## src/rtl/row_col_dec_pkg.sv

```systemverilog
// Shared DCO cap-bank constants and helpers.
// Reset patterns here are shared with the selector encoder.
package row_col_dec_pkg;

    localparam int ROW_W_DFLT = 4;
    localparam int MAX_W      = 256;

    function automatic int size_of(input int row_w);
        return 1 << row_w;
    endfunction

    function automatic int word_w_of(input int row_w);
        return 2 * row_w;
    endfunction

    // Half-on bank: lower SIZE/2 rows full, partial row at SIZE/2.
    function automatic logic [MAX_W-1:0] rall_rst(input int size);
        return (MAX_W'(1) << (size / 2)) - MAX_W'(1);
    endfunction

    function automatic logic [MAX_W-1:0] row_rst(input int size);
        return MAX_W'(1) << (size / 2);
    endfunction

    function automatic logic [MAX_W-1:0] col_rst();
        return '0;
    endfunction

    function automatic logic [MAX_W-1:0] word_rst(input int word_w);
        return MAX_W'(1) << (word_w - 1);
    endfunction

    function automatic int unsigned popcount(input logic [MAX_W-1:0] v);
        int unsigned n;
        n = 0;
        for (int i = 0; i < MAX_W; i++) begin
            n = n + {31'd0, v[i]};
        end
        return n;
    endfunction

endpackage

```

## src/rtl/row_col_dec_therm_chk.sv

```systemverilog
// Thermometer-code check and ones count for one selector vector.
// MSB_FIRST=1 expects the ones to fill downward from bit W-1.
module therm_chk
    import row_col_dec_pkg::*;
#(
    parameter int W         = 16,
    parameter bit MSB_FIRST = 1'b0
) (
    input  logic [W-1:0]           vec,
    output logic                   is_therm,
    output logic [$clog2(W+1)-1:0] count
);

    localparam int CW = $clog2(W + 1);

    logic [W-1:0] lsb_v;

    always_comb begin
        lsb_v = vec;
        if (MSB_FIRST) begin
            for (int i = 0; i < W; i++) begin
                lsb_v[i] = vec[W-1-i];
            end
        end
    end

    // 2^k-1 patterns are the only ones with no overlap against v+1.
    assign is_therm = ((lsb_v + W'(1)) & lsb_v) == '0;
    assign count    = CW'(popcount(MAX_W'(vec)));

endmodule

```

## src/rtl/row_col_dec.sv

```systemverilog
// DCO cap-bank selector decoder: r_all/row/col back to the tuning word.
// Define ROW_COL_DEC_CHECK_EN to build the selector legality checks.
module row_col_dec
    import row_col_dec_pkg::*;
#(
    parameter int ROW_W     = ROW_W_DFLT,
    parameter int SIZE      = size_of(ROW_W),
    parameter int WORD_W    = word_w_of(ROW_W),
    parameter int ERR_CNT_W = 8
) (
    input  logic                 clk,
    input  logic                 rst,
    input  logic                 en,
    input  logic [SIZE-1:0]      r_all,
    input  logic [SIZE-1:0]      row,
    input  logic [SIZE-1:0]      col,
    input  logic                 err_clr,
    output logic [WORD_W-1:0]    word,
    output logic                 word_vld,
    output logic                 err,
    output logic                 err_sticky,
    output logic [ERR_CNT_W-1:0] err_cnt
);

    logic [SIZE-1:0]   s_rall_q;
    logic [SIZE-1:0]   s_row_q;
    logic [SIZE-1:0]   s_col_q;
    logic              s_vld_q;
    logic [ROW_W-1:0]  r;
    logic [ROW_W-1:0]  c;
    logic              legal;
    logic              word_vld_d;
    logic [WORD_W-1:0] word_d;
    logic [WORD_W-1:0] word_q;
    logic              word_vld_q;

    always_ff @(posedge clk or posedge rst) begin
        if (rst) begin
            s_rall_q <= SIZE'(rall_rst(SIZE));
            s_row_q  <= SIZE'(row_rst(SIZE));
            s_col_q  <= SIZE'(col_rst());
            s_vld_q  <= 1'b0;
        end else begin
            s_vld_q <= en;
            if (en) begin
                s_rall_q <= r_all;
                s_row_q  <= row;
                s_col_q  <= col;
            end
        end
    end

`ifdef ROW_COL_DEC_CHECK_EN
    logic [ROW_W:0] r_cnt;
    logic [ROW_W:0] c_cnt_lsb;
    logic [ROW_W:0] c_cnt_msb;
    logic [ROW_W:0] c_cnt;
    logic           rall_th;
    logic           col_th_lsb;
    logic           col_th_msb;
    logic           col_th;

    therm_chk #(.W(SIZE), .MSB_FIRST(1'b0)) u_rall_chk (
        .vec      (s_rall_q),
        .is_therm (rall_th),
        .count    (r_cnt)
    );

    therm_chk #(.W(SIZE), .MSB_FIRST(1'b0)) u_col_lsb_chk (
        .vec      (s_col_q),
        .is_therm (col_th_lsb),
        .count    (c_cnt_lsb)
    );

    therm_chk #(.W(SIZE), .MSB_FIRST(1'b1)) u_col_msb_chk (
        .vec      (s_col_q),
        .is_therm (col_th_msb),
        .count    (c_cnt_msb)
    );

    // Serpentine: odd rows fill their columns from the top.
    assign r      = r_cnt[ROW_W-1:0];
    assign col_th = r[0] ? col_th_msb : col_th_lsb;
    assign c_cnt  = r[0] ? c_cnt_msb : c_cnt_lsb;
    assign c      = c_cnt[ROW_W-1:0];

    assign legal = rall_th && !r_cnt[ROW_W]
                && $onehot(s_row_q)
                && (s_row_q == (SIZE'(1) << r))
                && col_th && !c_cnt[ROW_W];

    logic                 err_d;
    logic                 err_q;
    logic                 err_sticky_d;
    logic                 err_sticky_q;
    logic [ERR_CNT_W-1:0] err_cnt_d;
    logic [ERR_CNT_W-1:0] err_cnt_q;

    always_comb begin
        err_d        = s_vld_q && !legal;
        err_sticky_d = err_sticky_q;
        err_cnt_d    = err_cnt_q;
        if (err_clr) begin
            err_sticky_d = 1'b0;
            err_cnt_d    = err_d ? ERR_CNT_W'(1) : '0;
        end else if (err_d) begin
            err_sticky_d = 1'b1;
            if (err_cnt_q != '1) begin
                err_cnt_d = err_cnt_q + ERR_CNT_W'(1);
            end
        end
    end

    always_ff @(posedge clk or posedge rst) begin
        if (rst) begin
            err_q        <= 1'b0;
            err_sticky_q <= 1'b0;
            err_cnt_q    <= '0;
        end else begin
            err_q        <= err_d;
            err_sticky_q <= err_sticky_d;
            err_cnt_q    <= err_cnt_d;
        end
    end

    assign err        = err_q;
    assign err_sticky = err_sticky_q;
    assign err_cnt    = err_cnt_q;
`else
    logic unused_in;

    assign r     = ROW_W'(popcount(MAX_W'(s_rall_q)));
    assign c     = ROW_W'(popcount(MAX_W'(s_col_q)));
    assign legal = 1'b1;

    assign unused_in  = err_clr ^ (|s_row_q);
    assign err        = 1'b0;
    assign err_sticky = 1'b0;
    assign err_cnt    = '0;
`endif

    always_comb begin
        word_vld_d = s_vld_q && legal;
        word_d     = word_q;
        if (word_vld_d) begin
            word_d = {r, c};
        end
    end

    always_ff @(posedge clk or posedge rst) begin
        if (rst) begin
            word_q     <= WORD_W'(word_rst(WORD_W));
            word_vld_q <= 1'b0;
        end else begin
            word_q     <= word_d;
            word_vld_q <= word_vld_d;
        end
    end

    assign word     = word_q;
    assign word_vld = word_vld_q;

endmodule

```

## config.mk

```make
export PLATFORM = sky130hd
export DESIGN_NAME = row_col_dec
export DESIGN_NICKNAME = d
export VERILOG_FILES = /design/src/rtl/row_col_dec_pkg.sv /design/src/rtl/row_col_dec_therm_chk.sv /design/src/rtl/row_col_dec.sv
export SDC_FILE = /design/constraint.sdc
export NUM_CORES = 1
export LEC_CHECK = 0
export ABC_AREA = 1
export ABC_CLOCK_PERIOD_IN_PS = 3200
export CAP_MARGIN = 25
export CORE_MARGIN = 2
export CORE_UTILIZATION = 35
export CTS_BUF_LIST = sky130_fd_sc_hd__clkbuf_4 sky130_fd_sc_hd__clkbuf_8
export DETAILED_ROUTE_END_ITERATION = 10
export HOLD_SLACK_MARGIN = 0.02
export PLACE_DENSITY = 0.63
export SKIP_LAST_GASP = 1
export SLEW_MARGIN = 20
export SYNTH_ARGS = -nofsm -noshare
export SYNTH_HDL_FRONTEND = slang
export SYNTH_SLANG_ARGS = --single-unit
```

## constraint.sdc

```tcl
create_clock -name clk -period 3.2 [get_ports clk]
set_input_delay 0.32 -clock clk [delete_from_list [all_inputs] [get_ports clk]]
set_output_delay 0.32 -clock clk [all_outputs]
set_load 0.005 [all_outputs]
```

Yosys cells after proc, flatten, opt, wreduce, memory -nomap -nowiden
Cells that the tools add are included.

Memory bits (writable): 0. Register bits: 42. Memories: 0. ROM bits: 0. Latch bits: 0.

Multipliers: 0. Muxes and demuxes: 0. Shift-type cells: 0. Bitwise gates (word level): 0. Div/mod/pow operators: 0. Reductions and logical operators: 0. Magnitude comparators: 0. Equality and inequality tests: 0. $add $sub $neg: 30.

Operators by type and width (count): $add 4x1->4 (24); $add 3x1->4 (2); $add 2x1->3 (2); $add 1x1->2 (2).

Longest topological paths before layout
Depth in word-level cells: 15. Depth in mapped cells: 14.

Worst setup path before layout
OpenSTA, ideal clock, no wires.

Path kind: register -> register. Start point: reg s_rall_q[0]. End point: reg word_q[6] (netlist: word[6]). Slack: -0.278 ns. Period minus slack after synthesis: 3.478 ns. Required time: 3.117 ns. Cell stages (with the launch flop): 11. Arrival: 3.396 ns. Cells stage by stage: dfstp_2 inv_1 fa_1 fa_1 fa_1 fa_1 inv_1 ha_1 fa_1 xnor2_1 o21ai_0.

Word-level cells in the longest chain between the ends: 15.

Ends and longest elaborated chain: start, declared (line row_col_dec.sv:25) `logic [SIZE-1:0] s_rall_q;`; start signal, assigned (line row_col_dec.sv:39) `s_rall_q <= SIZE'(rall_rst(SIZE));`; start signal, assigned (line row_col_dec.sv:46) `s_rall_q <= r_all;`; $add 1x1->2 (line row_col_dec_pkg.sv:37) `n = n + {31'd0, v[i]};`; $add 2x1->3 (line row_col_dec_pkg.sv:37); $add 3x1->4 (line row_col_dec_pkg.sv:37); $add 4x1->4 (12 in a row) (line row_col_dec_pkg.sv:37); end signal, assigned (line row_col_dec.sv:152) `word_q <= WORD_W'(word_rst(WORD_W));`; end signal, assigned (line row_col_dec.sv:155) `word_q <= word_d;`; end, declared (line row_col_dec.sv:34) `logic [WORD_W-1:0] word_q;`.

No other way between the ends. A chain may end at the register's enable or synchronous reset.

Worst setup path in the final report
Start point: reg s_rall_q[3]. End point: reg word_q[6] (netlist: word[6]).

Word-level cells in the longest chain between the ends: 13.

Ends and longest elaborated chain (line): $add 3x1->4 (row_col_dec_pkg.sv:37); $add 4x1->4 (12 in a row) (row_col_dec_pkg.sv:37).

No other way between the ends.

==> results by group <==
Status
  – Outcome: finished with violations
  – Failing checks: setup timing

Placement
  – Post-detail-place hpwl: 3040 um
  – GP Congestion: 0.699
  – Port Buf Inserts: 43
  – Placed Area: 2970 um^2

Floorplanning
  – Core ar.: 6720 um^2
  – Initial core utilization: 36.0%
  – Die Span Y: 87.1 um
  – Die area: 7580 um^2
  – Site Rows: 30
  – Ports: 71
  – Die W: 87.1 um

Critical path
  – Slowest stage delay, CP: 0.55 ns
  – Crit Path Max Fanout: 2
  – WP data required: 3.41 ns
  – Worst Setup Start Kind: flip-flop
  – CP max-delay cell: fa_1
  – CP bufs+invs: 2
  – Largest delay contributor family on the critical path: adder cells
  – Most frequent CP cell: fa_1
  – R2R cell count: 10
  – Crit. path cell count: 10
  – Crit. End Element: flip-flop
  – Worst EP arrival: 3.65 ns
  – WS Path Type: flip-flop to flip-flop
  – Crit-path cells: inv_2 -> fa_1 -> fa_1 -> fa_2 -> fa_1 -> inv_2 -> ha_4 -> fa_2 -> xnor2_2 -> o21ai_1

Logic synthesis
  – Syn_area_per_cell: 10.9 um^2
  – Number of enable flip-flop cells after synthesis: 0
  – Leading area contributor after synthesis: dfrtp_1
  – Synth unique cells: 21
  – Synth area leaders: dfrtp_1, fa_1, dfstp_2
  – Leading cell types by count after synthesis: inv_1, nand2_1, dfrtp_1
  – Post-synth top flop: dfrtp_1
  – Yosys top cell area share: 34.2%
  – Post-synth ARST share: 100%
  – Ys Warns: 0
  – Count of state elements after synthesis: 42
  – Synth Instances: 222
  – Post-synthesis sequential area ratio: 44.0%
  – Mapped Area: 2420 um^2
  – Most common cell in the netlist: inv_1

GRT
  – Pin count of the biggest net entering global routing: 53
  – First-pass GRT wire length: 7000 um
  – Congestion Overflow GR: 0
  – Initial antenna violation count: 0
  – Vias in the first global route: 1,594
  – Overall Global Routing Usage: 11.9%

Clock network
  – CTS Root Cell: clkbuf_8
  – Clk buf depth: 2
  – Worst-path clk slew: 0.08 ns
  – CTS HTree Levels: 2
  – CTS Sinks: 42
  – CTS tree: done
  – TritonCTS Buffers: 5
  – Post-cts hold buffer count: 0
  – Skew-Pair Late Insertion Delay: 0.28 ns

Power and ir drop
  – Sequential fraction of design power: 28.7%
  – Worst IR Drop VDD: 0.270 mV
  – P_int: 0.00151 W
  – Combinational share of power: 57.4%
  – Clk network pwr share: 13.9%
  – Fraction of power spent switching nets: 36.5%
  – Cell Pwr Density: 755 nW/um^2
  – Net Sw Power: 0.000870 W
  – Leakage: 1.53 nW

STA
  – Setup tns final: -1.01 ns
  – Tmin final: 3.44 ns
  – Tightest Pin Transition: 0.945 ns
  – PnR worst setup slack: -0.244 ns
  – Slew HR: 37.0%
  – Final period utilization: 108%
  – RSZ-0062 raised after global routing: true
  – Skew final: 0.00418 ns
  – Slew Viols, Final: 0
  – Final setup fails: 6
  – Hold Vio Cnt, Final: 0
  – Max Clock Freq: 290 MHz

Cells and area
  – Area grow syn2layout: 30.6%
  – Ant diodes: 0
  – Final Instance Area: 3150 um^2
  – NumNets Final: 365
  – Fill cell count: 655
  – Share of cells above drive strength 1: 25.4%

Worst hold path
  – HP Class: primary input to async pin

Job
  – MaxCap Viol Count: 0

Route
  – DR vias: 1,524
  – DRT Wirelength: 3970 um
  – DR pass1 iterations: 4
  – Remaining DRCs: 0
  – Via/cell ratio: 4.19
  – Wire per inst: 10.9 um
  – Routed Antenna Nets: 0
  – Iter 0 DRT Violations: 29
## flip-flops by register name, summed over array words and instances (netlist names)
| signal | flops |
|---|---|
| s_col_q | 16 |
| s_rall_q | 16 |
| s_vld_q | 1 |
| word | 8 |
| word_vld | 1 |
## cells by family after synthesis
family,share of synthesized area [%]
other,0.155
adder cells (fa/ha/maj),21.8
buffers and inverters,12.7
XOR/XNOR,0.725
AO/OA/AOI/OAI,4.76
flip-flops,44.0
multiplexers,7.92
AND/OR/NAND/NOR,8.03
## placed cells by master, fill, tap and decap left out, types with 7 or more instances in the layout
cell type and instances:
o21ai_0 20, ha_1 8, dfstp_2 9, dfrtp_1 33, nand2_1 39, clkdlybuf4s50_1 42
mux2_4 12, conb_1 10, fa_1 15, buf_4 17, inv_1 38, inv_2 7
## power by group through the flow
stage	sequential [W]	clock [W]	combinational (W)
after floorplan	0.000690	0	0.000774
after global placement	0.000690	0	0.00111
after detailed placement	0.000696	0	0.00115
after CTS	0.000687	0.000346	0.00124
after global routing	0.000697	0.000375	0.00157
final	0.000684	0.000332	0.00137
## timing repair
item | in CTS | in global routing
buffers inserted | 3 | 1
setup endpoints to repair | 6 | 6
pin swaps | 8 | 12
gates cloned | 0 | 0
gates resized for setup | 10 | 14
## worst paths after layout
kind / start / to / slack, ns
min in group clk: word[7] / word[7] / 0.48
worst min register to register: word[7] / word[7] / 0.48
max in group asynchronous: rst / s_rall_q[7] / 1.88
worst max register to register: s_rall_q[3] / word[6] / -0.24
worst max-delay path: s_rall_q[3] / word[6] / -0.24
worst min-delay path: rst / s_col_q[12] / 0.47
## per-layer routing
metal | wire [um] | share of wire, % | global-route usage (%)
met5 | 0 | 0 | 0
met4 | 41 | 1.0 | 4.69
met3 | 158 | 4.0 | 1.90
met2 | 1870 | 47 | 19.1
met1 | 1900 | 48 | 16.2
## per-stage QoR
stage	utilization, %	setup slack (ns)	std cells	power (W)	hold WS [ns]
6_report	46.9	-0.244	364	0.00238	0.471
5_1_grt	46.9	-0.379	364	0.00264	0.506
4_1_cts	46.3	-0.260	364	0.00227	0.489
3_5_place_dp	44.1	-0.260	353	0.00185	0.472
3_3_place_gp	44.1	-0.214	353	0.00180	0.458
2_1_floorplan	-	-0.128	231	0.00146	0.351
## area by class of cell
class | count | area (um^2) | area share, %
well taps | 80 | 100 | 3.17
clock buffers | 6 | 76.3 | 2.42
inverters | 45 | 169 | 5.36
multi-input cells | 127 | 1160 | 36.8
clock inverters | 2 | 10.0 | 0.317
repair buffers | 62 | 576 | 18.2
flip-flops and latches | 42 | 1060 | 33.7
## worst register-to-register path, cell delays in order, from the launching register on
cell and delay (ns):
dfstp_2 0.53, inv_2 0.04, fa_1 0.49, fa_1 0.55, fa_2 0.45, fa_1 0.50, inv_2 0.05, ha_4 0.16
fa_2 0.35, xnor2_2 0.13, o21ai_1 0.13
(Power assumes the default switching activity.)
==> RTL change: new RTL, same settings <==
The parameter `ERR_CNT_W` goes from 8 to 12.
--- a/src/rtl/row_col_dec.sv
+++ b/src/rtl/row_col_dec.sv
@@ -6,7 +6,7 @@
     parameter int ROW_W     = ROW_W_DFLT,
     parameter int SIZE      = size_of(ROW_W),
     parameter int WORD_W    = word_w_of(ROW_W),
-    parameter int ERR_CNT_W = 8
+    parameter int ERR_CNT_W = 12
 ) (
     input  logic                 clk,
     input  logic                 rst,
Ports: changed (resized err_cnt); port bits go from 71 to 75. No check against the original RTL was run, so the function may have changed too.
==> RTL change against the original RTL <==
  * The flow still finishes with violations (setup timing)
  * Cell area up 1.2%
  * Critical endpoint is now word[5]$_DFFE_PP0P_
  * Worst setup slack improved by 0.027 ns
  * Sequential cell count unchanged
  * Routed wire length rose by 2.1%
  * Largest power group unchanged
  * Synthesized area increased by 1.2%
  * Power up 0.95%
  * Largest cell class unchanged
==> RTL change: results (changes against the original RTL) <==
The run finished, with violations left. The final reports fail on setup timing. The average vias per placed instance was 3.99 (-4.6%). The tools report the number of nets at the end of the flow as 369 (+1.1%). The sequential share of the synthesized area was 43.4% (-0.54 points); the proportion of layout cells with a drive suffix above 1 was 23.6% (-1.7 points). The post-synthesis adder-cell area fraction was 21.5% (-0.27 points); the final total power was 2400 µW (+0.95%).

The average wire per cell in the routed design works out to 10.6 µm (-3.2%). The smallest setup slack after layout is -0.217 ns (+0.0272 ns), and the maximum resistive drop on vdd is 0.000266 V (-1.4%). Met3 usage: 3.30% (+1.4 points).

The DRC marker count from the first detailed-route iteration is 54 (+86%). Complex-gate fraction of the synthesized area: 4.71% (-0.058 points). The met2 routing resource usage after global routing was 20.0% (+0.89 points).

The post-route setup TNS was -0.903 ns (+0.109 ns). The total met3 wirelength after detailed routing came out at 197 µm (+25%). The wire length of the first global-routing pass was 7130 µm (+1.9%). The routability congestion estimate was 0.761 (+8.9%). The number of gates resized after cts was 9 (-1); the post-synthesis area per instance was 10.8 µm² (-0.55%). The run gives 856 µW (-1.5%) as the net switching power figure.

The total cell area at the placement stage was 0.00302 mm² (+1.9%). The part of the total power dissipated in the clock network is 17.2% (+3.3 points). Detailed-placement wirelength estimate: 3040 µm (about the same). CTS clock-pin slew for the worst setup and hold paths: 0.08 ns (about the same). The met1 layer usage reported by global route came out at 15.1% (-1.0 points). The number of setup violations in the final report was 5 (-1).

The total combinational power was 1310 µW (-4%). The placement-stage worst setup slack is -0.263 ns (-0.00314 ns), and the number of placed instances, taps included is 375 (+6.2%). The final setup skew is 0.00635 ns (+0.00217 ns), and the length of routed met2 wiring is 1920 µm (+2.5%). The post-synthesis mux area share was 7.83% (-0.097 points); the total routing resource utilization after global routing was 12.0% (+0.12 points).

The met1 layer wirelength in the final routing is 1880 µm (-1.3%), and the number of global-route vias before repair is 1652 (+3.6%). The antenna diode count is 0 (unchanged). The logs give 4060 µm (+2.1%) for the final wirelength and 2 (-1) for the setup fix buffers added after clock tree synthesis.
[RTL change: final cells by class]
cell class	count	area, µm²
multi-input cells	131	1150
well taps	96	120
clock inverters	3	40.0
fillers	668	3600
clock buffers	5	68.8
flip-flops and latches	42	1060
inverters	45	169
repair buffers	62	579
[RTL change: path summary, 6_finish.rpt]
kind	startpoint	endpoint	slack (ns)	cells after the start
worst max-delay path	s_rall_q[7]$_DFFE_PP1P_	word[5]$_DFFE_PP0P_	-0.22	10
worst min-delay path	rst	word[2]$_DFFE_PP0P_	0.24	2
worst max register to register	s_rall_q[7]$_DFFE_PP1P_	word[5]$_DFFE_PP0P_	-0.22	10
worst min register to register	word[7]$_DFFE_PP1P_	word[7]$_DFFE_PP1P_	0.47	2
max in group asynchronous	rst	s_rall_q[7]$_DFFE_PP1P_	2.20	4
min in group clk	word[7]$_DFFE_PP1P_	word[7]$_DFFE_PP1P_	0.47	2
